## src/rtl/bcd_segment_feeder_pkg.sv

```systemverilog
// bcd_segment_feeder_pkg: shared FSM encodings, segment patterns and the double-dabble adjust step
package bcd_segment_feeder_pkg;
  typedef enum logic [1:0] {IDLE = 2'd0, CONVERT = 2'd1, COMMIT = 2'd2} state_t;
  localparam logic [6:0] SEG_BLANK = 7'h7F;
  localparam logic [6:0] SEG_0 = 7'h40;
  localparam logic [6:0] SEG_1 = 7'h79;
  localparam logic [6:0] SEG_2 = 7'h24;
  localparam logic [6:0] SEG_3 = 7'h30;
  localparam logic [6:0] SEG_4 = 7'h19;
  localparam logic [6:0] SEG_5 = 7'h12;
  localparam logic [6:0] SEG_6 = 7'h02;
  localparam logic [6:0] SEG_7 = 7'h78;
  localparam logic [6:0] SEG_8 = 7'h00;
  localparam logic [6:0] SEG_9 = 7'h10;
  function automatic logic [15:0] dabble_adjust(input logic [15:0] v);
    logic [15:0] r;
    r = v;
    for (int i = 0; i < 4; i++)
      r[4*i +: 4] = (v[4*i +: 4] >= 4'd5) ? v[4*i +: 4] + 4'd3 : v[4*i +: 4];
    return r;
  endfunction
endpackage

```

## src/rtl/bcd_segment_feeder_seven_seg_decoder.sv

```systemverilog
// seven_seg_decoder: one BCD digit plus blank flag to active-low {g..a} cathodes
module seven_seg_decoder
  import bcd_segment_feeder_pkg::*;
(
  input  logic [3:0] digit,
  input  logic       blank,
  output logic [6:0] seg
);
  // digit lookup; 10..15 and blanked digits show nothing
  always_comb begin
    seg = SEG_BLANK;
    if (!blank)
      case (digit)
        4'd0: seg = SEG_0;
        4'd1: seg = SEG_1;
        4'd2: seg = SEG_2;
        4'd3: seg = SEG_3;
        4'd4: seg = SEG_4;
        4'd5: seg = SEG_5;
        4'd6: seg = SEG_6;
        4'd7: seg = SEG_7;
        4'd8: seg = SEG_8;
        4'd9: seg = SEG_9;
        default: seg = SEG_BLANK;
      endcase
  end
endmodule

```

## src/rtl/bcd_segment_feeder.sv

```systemverilog
// bcd_segment_feeder: binary-to-BCD double-dabble converter feeding a multiplexed 7-segment display
module bcd_segment_feeder
  import bcd_segment_feeder_pkg::*;
#(
  parameter int IN_WIDTH = 8
) (
  input  logic                clk,
  input  logic                clr,
  input  logic [IN_WIDTH-1:0] din,
  input  logic                load,
  input  logic                blank_en,
  input  logic [1:0]          dspl,
  output logic                busy,
  output logic                done,
  output logic [15:0]         bcd,
  output logic [6:0]          seg,
  output logic                dp
);
  localparam int CW = $clog2(IN_WIDTH + 1);
  state_t state, state_nx;
  logic [IN_WIDTH-1:0] sr;
  logic [15:0] scratch, adj, upper;
  logic [CW-1:0] cnt;
  logic accept, last, blank;
  assign adj = dabble_adjust(scratch);
  assign accept = (state == IDLE) && load && !done;
  assign last = cnt == CW'(IN_WIDTH - 1);
  assign busy = state != IDLE;
  assign dp = 1'b1;
  // next state: IN_WIDTH shift cycles, then one commit cycle
  always_comb begin
    state_nx = (state == IDLE) ? (accept ? CONVERT : IDLE) :
               (state == CONVERT) ? (last ? COMMIT : CONVERT) : IDLE;
  end
  // state register
  always_ff @(posedge clk) begin
    state <= clr ? IDLE : state_nx;
  end
  // conversion datapath and committed display register
  always_ff @(posedge clk) begin
    if (clr) begin
      {sr, scratch, cnt, bcd, done} <= '0;
    end else begin
      done <= state == COMMIT;
      if (state == COMMIT) bcd <= scratch;
      if (accept) begin
        sr <= din;
        scratch <= '0;
        cnt <= '0;
      end else if (state == CONVERT) begin
        scratch <= {adj[14:0], sr[IN_WIDTH-1]};
        sr <= sr << 1;
        cnt <= cnt + 1'b1;
      end
    end
  end
  // selected digit together with everything to its left; all-zero means a leading zero
  assign upper = bcd >> {~dspl, 2'b00};
  assign blank = blank_en && (dspl != 2'd3) && (upper == 16'h0);
  seven_seg_decoder u_dec (
    .digit (bcd[{~dspl, 2'b00} +: 4]),
    .blank (blank),
    .seg   (seg)
  );
endmodule
```

## config.mk

```make
export PLATFORM = sky130hd
export DESIGN_NAME = bcd_segment_feeder
export DESIGN_NICKNAME = d
export VERILOG_FILES = /design/src/rtl/bcd_segment_feeder_pkg.sv /design/src/rtl/bcd_segment_feeder_seven_seg_decoder.sv /design/src/rtl/bcd_segment_feeder.sv
export SDC_FILE = /design/constraint.sdc
export NUM_CORES = 1
export LEC_CHECK = 0
export ABC_AREA = 1
export CORE_MARGIN = 4
export CORE_UTILIZATION = 49
export CTS_CLUSTER_DIAMETER = 200
export CTS_CLUSTER_SIZE = 40
export DETAILED_ROUTE_END_ITERATION = 7
export GPL_TIMING_DRIVEN = 0
export MAX_ROUTING_LAYER = met4
export PLACE_DENSITY = 0.73
export SLEW_MARGIN = 5
export SYNTH_ARGS = -nofsm -noshare
export SYNTH_HDL_FRONTEND = slang
export SYNTH_SLANG_ARGS = --single-unit
```

## constraint.sdc

```tcl
create_clock -name clk -period 3.2 [get_ports clk]
set_input_delay 0.96 -clock clk [delete_from_list [all_inputs] [get_ports clk]]
set_output_delay 0.96 -clock clk [all_outputs]
set_load 0.005 [all_outputs]
```

# After elaboration in Yosys (flattened, before gate mapping)
# Memories as Yosys holds them, arrays and structs flattened.
# Index checks and enable logic that the tools add are counted.
# word_totals
reg_bits	47
rom_bits	112
output_inout_bits	26
word_cells	44
memories	1
# op_classes
n_addsub	5
magnitude_cmp	4
eq_ne	4
shift	2
muxes	11
bitwise_logic	1
n_reduce_logical	10
# mem_list
name	depth	width	read_ports	rd_ports_with_merged_regs	write_ports	line	text
(name not given)	16	7	1	0	0	bcd_segment_feeder_seven_seg_decoder.sv:13	case (digit)
# ops
cell	count
$ge A4 B3 Y1 const B	4
$logic_not A16 Y1	1
$mux W8	2
$shiftx A16 B5 Y4	1
$shr A16 B4 Y16	1
$add A4 B2 Y4 const B	3
$mux W4	3
$mux W7	1
$mux W2	3
$add A4 B1 Y4 const B	1
$eq A4 B3 Y1 const B	1
$logic_and A1 B1 Y1	4
$reduce_bool A2 Y1	2
$add A3 B2 Y3 const B	1
$mux W3	1
$eq A2 B1 Y1 const B	1
$eq A2 B2 Y1 const B	1
$logic_not A2 Y1	1
$ne A2 B2 Y1 const B	1
$not A2 Y2	1
$reduce_or A2 Y1	1
$logic_not A1 Y1	1
$mux W1	1

# Logic depth before layout (Yosys ltp)
# logic_depth
word_depth	5
mapped_depth	11

# By module
# From an unflattened synthesis, not the netlist that was laid out.
# hier_totals
cells_unflattened	396
hier_area_um2	2611.3
# modules_own_cells
module	n_inst	cells_each	area_per_inst_um2
bcd_segment_feeder	1	359	2402.3
seven_seg_decoder	1	37	209.0

# Least setup slack after synthesis
# No wires, ideal clock.
# synth_timing
path_type	input -> output
startpoint	input dspl[1]
endpoint	output seg[6]
arrival_time_ns	2.071
t_required_ns	2.240
path_slack_ns	0.169
stages	11
path_cell_list	buf_4 -> inv_2 -> nand3_1 -> nand2_1 -> inv_1 -> ha_1 -> nand3b_1 -> nand2_1 -> nor2_1 -> nor2_1 -> nand2_1
# synth_via
elab_chain_len	5
elab_cells_between_ends	9
cone_classes	1 x eq/ne; 2 x shift; 1 x mux; 1 x bitwise; 3 x reduce/logical; 1 x memory
# synth_rtl
item	line	text
start: declaration	bcd_segment_feeder.sv:12	input logic [1:0] dspl,
branches (longest 4 deep; another with $mem_v2 Z16 W7)	-	
$mux W7 *	bcd_segment_feeder_seven_seg_decoder.sv:12	if (!blank)
end: declaration	bcd_segment_feeder.sv:16	output logic [6:0] seg,
# Mark *: on every way between the ends.

# Worst setup path after layout
# layout_timing
startpoint	input dspl[0]
endpoint	output seg[3]
# The elaborated chain is that of the path after synthesis.

==> metrics.cfg <==
[setup_path]
crit_top_cell = nand3_2
reg2regPathDepth = 8
crit_cells = 14
crit_type = in -> out
cp.arrival_ns = 2.29
crit_chain = buf_8 > buf_8 > nand2_2 > nand3_2 > nand2_4 > inv_4 > buf_6 > ha_4 > nand3_2 > nand3_2 > nand2_2 > inv_2 > nand2_1 > buf_2
critPathCapture = seg[3]
critPathSlowestCell = ha_4
crit_required_ns = 2.24
crit_family = buffers and inverters
crit_path_end_kind = output pin
crit_fanout = 7
r2r_slack_ns = 1.75
crit_start = dspl[0]
rr_startpoint = scratch[0]
start_kind = primary input
critPathMaxStageDelay_ns = 0.25
crit_buf_inv = 6
r2r_end = scratch[1]

[floorplan]
num_rows = 26
io_pins = 40
die_width_um = 81.7
initial_core_util = 0.514
fp.coreArea_sq_um = 5170
fp.dieH_um = 81.7
die_area_sq_um = 6670

[pwr]
switchingPower_mw = 0.376
power.internal_mw = 0.869
pwr-share-seq = 0.496
ir_drop_uv = 301
clkPwrFrac = 0.289
cellPowerDensity_nw_per_um2 = 353
combPwrFrac = 0.214
switching_share = 0.302
p_leak_nw = 1.55

[yosys]
syn_area_per_cell_sq_um = 7.13
synth_area_sq_um = 2660
syn-num-nets = 401
yosysWarnings = 0
ys_types = 30
synth_async_sr_flop_share = 0
seq_area_frac_synth = 0.354
synthFlopType = dfxtp_1
synth-edff-count = 0
synth-seq-cells = 47
synthesis.instances = 373

[layout]
fin_area_sq_um = 3520
drive_gt1_frac = 0.217
antenna_cells = 0
nets = 461
final-instance-count-excl-fill = 504
synthToLayoutAreaGrowth_pct = 32.4
fin_util = 0.681
layout_common_cells = nand2_1 (52), dfxtp_1 (47), inv_1 (44)
final_common_cell = nand2_1

[clock_network]
clk_pin_slew_ns = 0.09
cts_sinks = 47
ctsHoldBuffers = 0
clk_latency_ns = 0.31
h-tree-depth = 2
cts_tree = built
cts_made_buffers = 5
max-clock-path-buffers = 2
root_buffer = clkbuf_8

[route]
viasPerCell = 5.25
vias = 2644
drt_iter0_drc = 149
firstDrtPassIters = 4
wire_per_inst_um = 13.7
final_antenna_net_count = 0
drc = 0
drt-total-wl_mm = 6.90

[placement]
place_area_sq_um = 3110
place.gp.congestion = 0.851
dp_hpwl_mm = 4.58
numPortBuffers = 36
placed_cells = 479

[timing]
rsz0062_at_grt = true
period_minus_slack_ns = 3.25
setup_violations = 5
drv_slew = 0
max_freq_mhz = 307
setup_slack_ns = -0.0538
hold_viol = 0
period_share = 1.02
finClkSkew_ns = 0.0130

[grt]
grt_antenna_before_repair = 0
grt_max_degree = 16
grt_pass1_vias = 2500
grt_pass1_wl_mm = 11.3
grtUsageTotal = 0.219
grt-ovfl-total = 0

[status]
status = complete, but fails checks
violations = setup timing

[hold_path]
min_path_type = reg -> reg

[run]
drv_cap = 0

Yosys cell counts (2+ instances only):
cell type,n,area [sq um]
a31oi_1,7,43.8
nand2_1,65,244
nand3_2,4,40.0
inv_1,48,180
a21oi_1,38,190
clkbuf_1,4,15.0
nand3b_1,3,22.5
dfxtp_1,47,941
nand4_1,10,62.6
nand2_2,5,31.3
o21ai_0,37,185
buf_4,2,15.0
inv_2,2,7.51
ha_1,14,175
nand3_4,3,52.6
nor2_1,26,97.6
xor2_1,8,70.1
buf_6,2,22.5
nand2_4,2,22.5
buf_2,7,35.0
nand3_1,30,150
through the flow:
step                worst slack, ns  hold slack, ns  TNS (ns)  power (mW)
floorplan                     0.169           0.440         0       0.774
global placement             -0.982           0.457     -6.81       0.848
detailed placement            -1.01           0.465     -7.00       0.852
CTS                        -0.00837           0.477   -0.0119        1.24
global route                 -0.124           0.514    -0.504        1.31
finish                      -0.0538           0.477    -0.152        1.24
sequential cells by signal, summed over array words and instances, names as in the netlist:
signal   cells
done         1
state        2
cnt          4
scratch     16
bcd         16
sr           8
power groups by stage:
stage               clock network (mW)  logic, mW  registers (mW)
finish                           0.360      0.267           0.618
CTS                              0.370      0.250           0.618
detailed placement                   0      0.221           0.631
global placement                     0      0.218           0.631
floorplan                            0      0.146           0.628
global route                     0.391      0.294           0.620
worst register-to-register path, delay by kind of cell, from the launching register on:
| kind | cells | cell delay, ns |
|---|---|---|
| buffers and inverters | 3 | 0.22 |
| AO/OA/AOI/OAI | 2 | 0.27 |
| adder cells (fa/ha/maj) | 1 | 0.21 |
| flip-flops | 1 | 0.36 |
| XOR/XNOR | 1 | 0.16 |
| AND/OR/NAND/NOR | 1 | 0.13 |
metal layers:
| layer | GRT usage | vias to the layer above | share of wire |
|---|---|---|---|
| met1 | 0.258 | 1223 | 0.44 |
| li1 | - | 1347 | - |
| met2 | 0.385 | 60 | 0.50 |
| met3 | 0.0340 | 14 | 0.038 |
| met5 | - | - | 0 |
| met4 | 0.0648 | 0 | 0.021 |
what timing repair did:
item | 4_1_cts | 5_1_grt
pin swaps | 24 | 15
buffers inserted | 17 | 1
endpoints found under the setup margin | 7 | 7
resized for setup | 69 | 22
hold endpoints to repair | 0 | 0
logic make-up (layout without fill, tap and decap cells):
kind of cell / after synthesis / after routing / synth area share
AND/OR/NAND/NOR: 153 / 153 / 0.286
buffers and inverters: 67 / 128 / 0.107
flip-flops: 47 / 47 / 0.354
XOR/XNOR: 8 / 8 / 0.0264
AO/OA/AOI/OAI: 83 / 83 / 0.160
other: 1 / 1 / 0.00141
adder cells (fa/ha/maj): 14 / 14 / 0.0659
layout make-up:
class,instances,area [sq um]
timing repair buffer,53,480
buffer,16,96.3
inverter,51,206
tap,70,87.6
clock buffer,5,68.8
sequential,47,941
clock inverter,3,20.0
multi-input combinational,259,1620
fill,428,1650
worst min path at each step:
stage | end | cells past startpoint | startpoint
after floorplan | bcd[15] | 2 | scratch[15]
after global placement | scratch[11] | 2 | scratch[11]
after detailed placement | scratch[3] | 2 | scratch[3]
after CTS | scratch[3] | 2 | scratch[3]
after global routing | state[1] | 1 | cnt[3]
final | scratch[11] | 2 | scratch[11]
(Power assumes the default switching activity.)
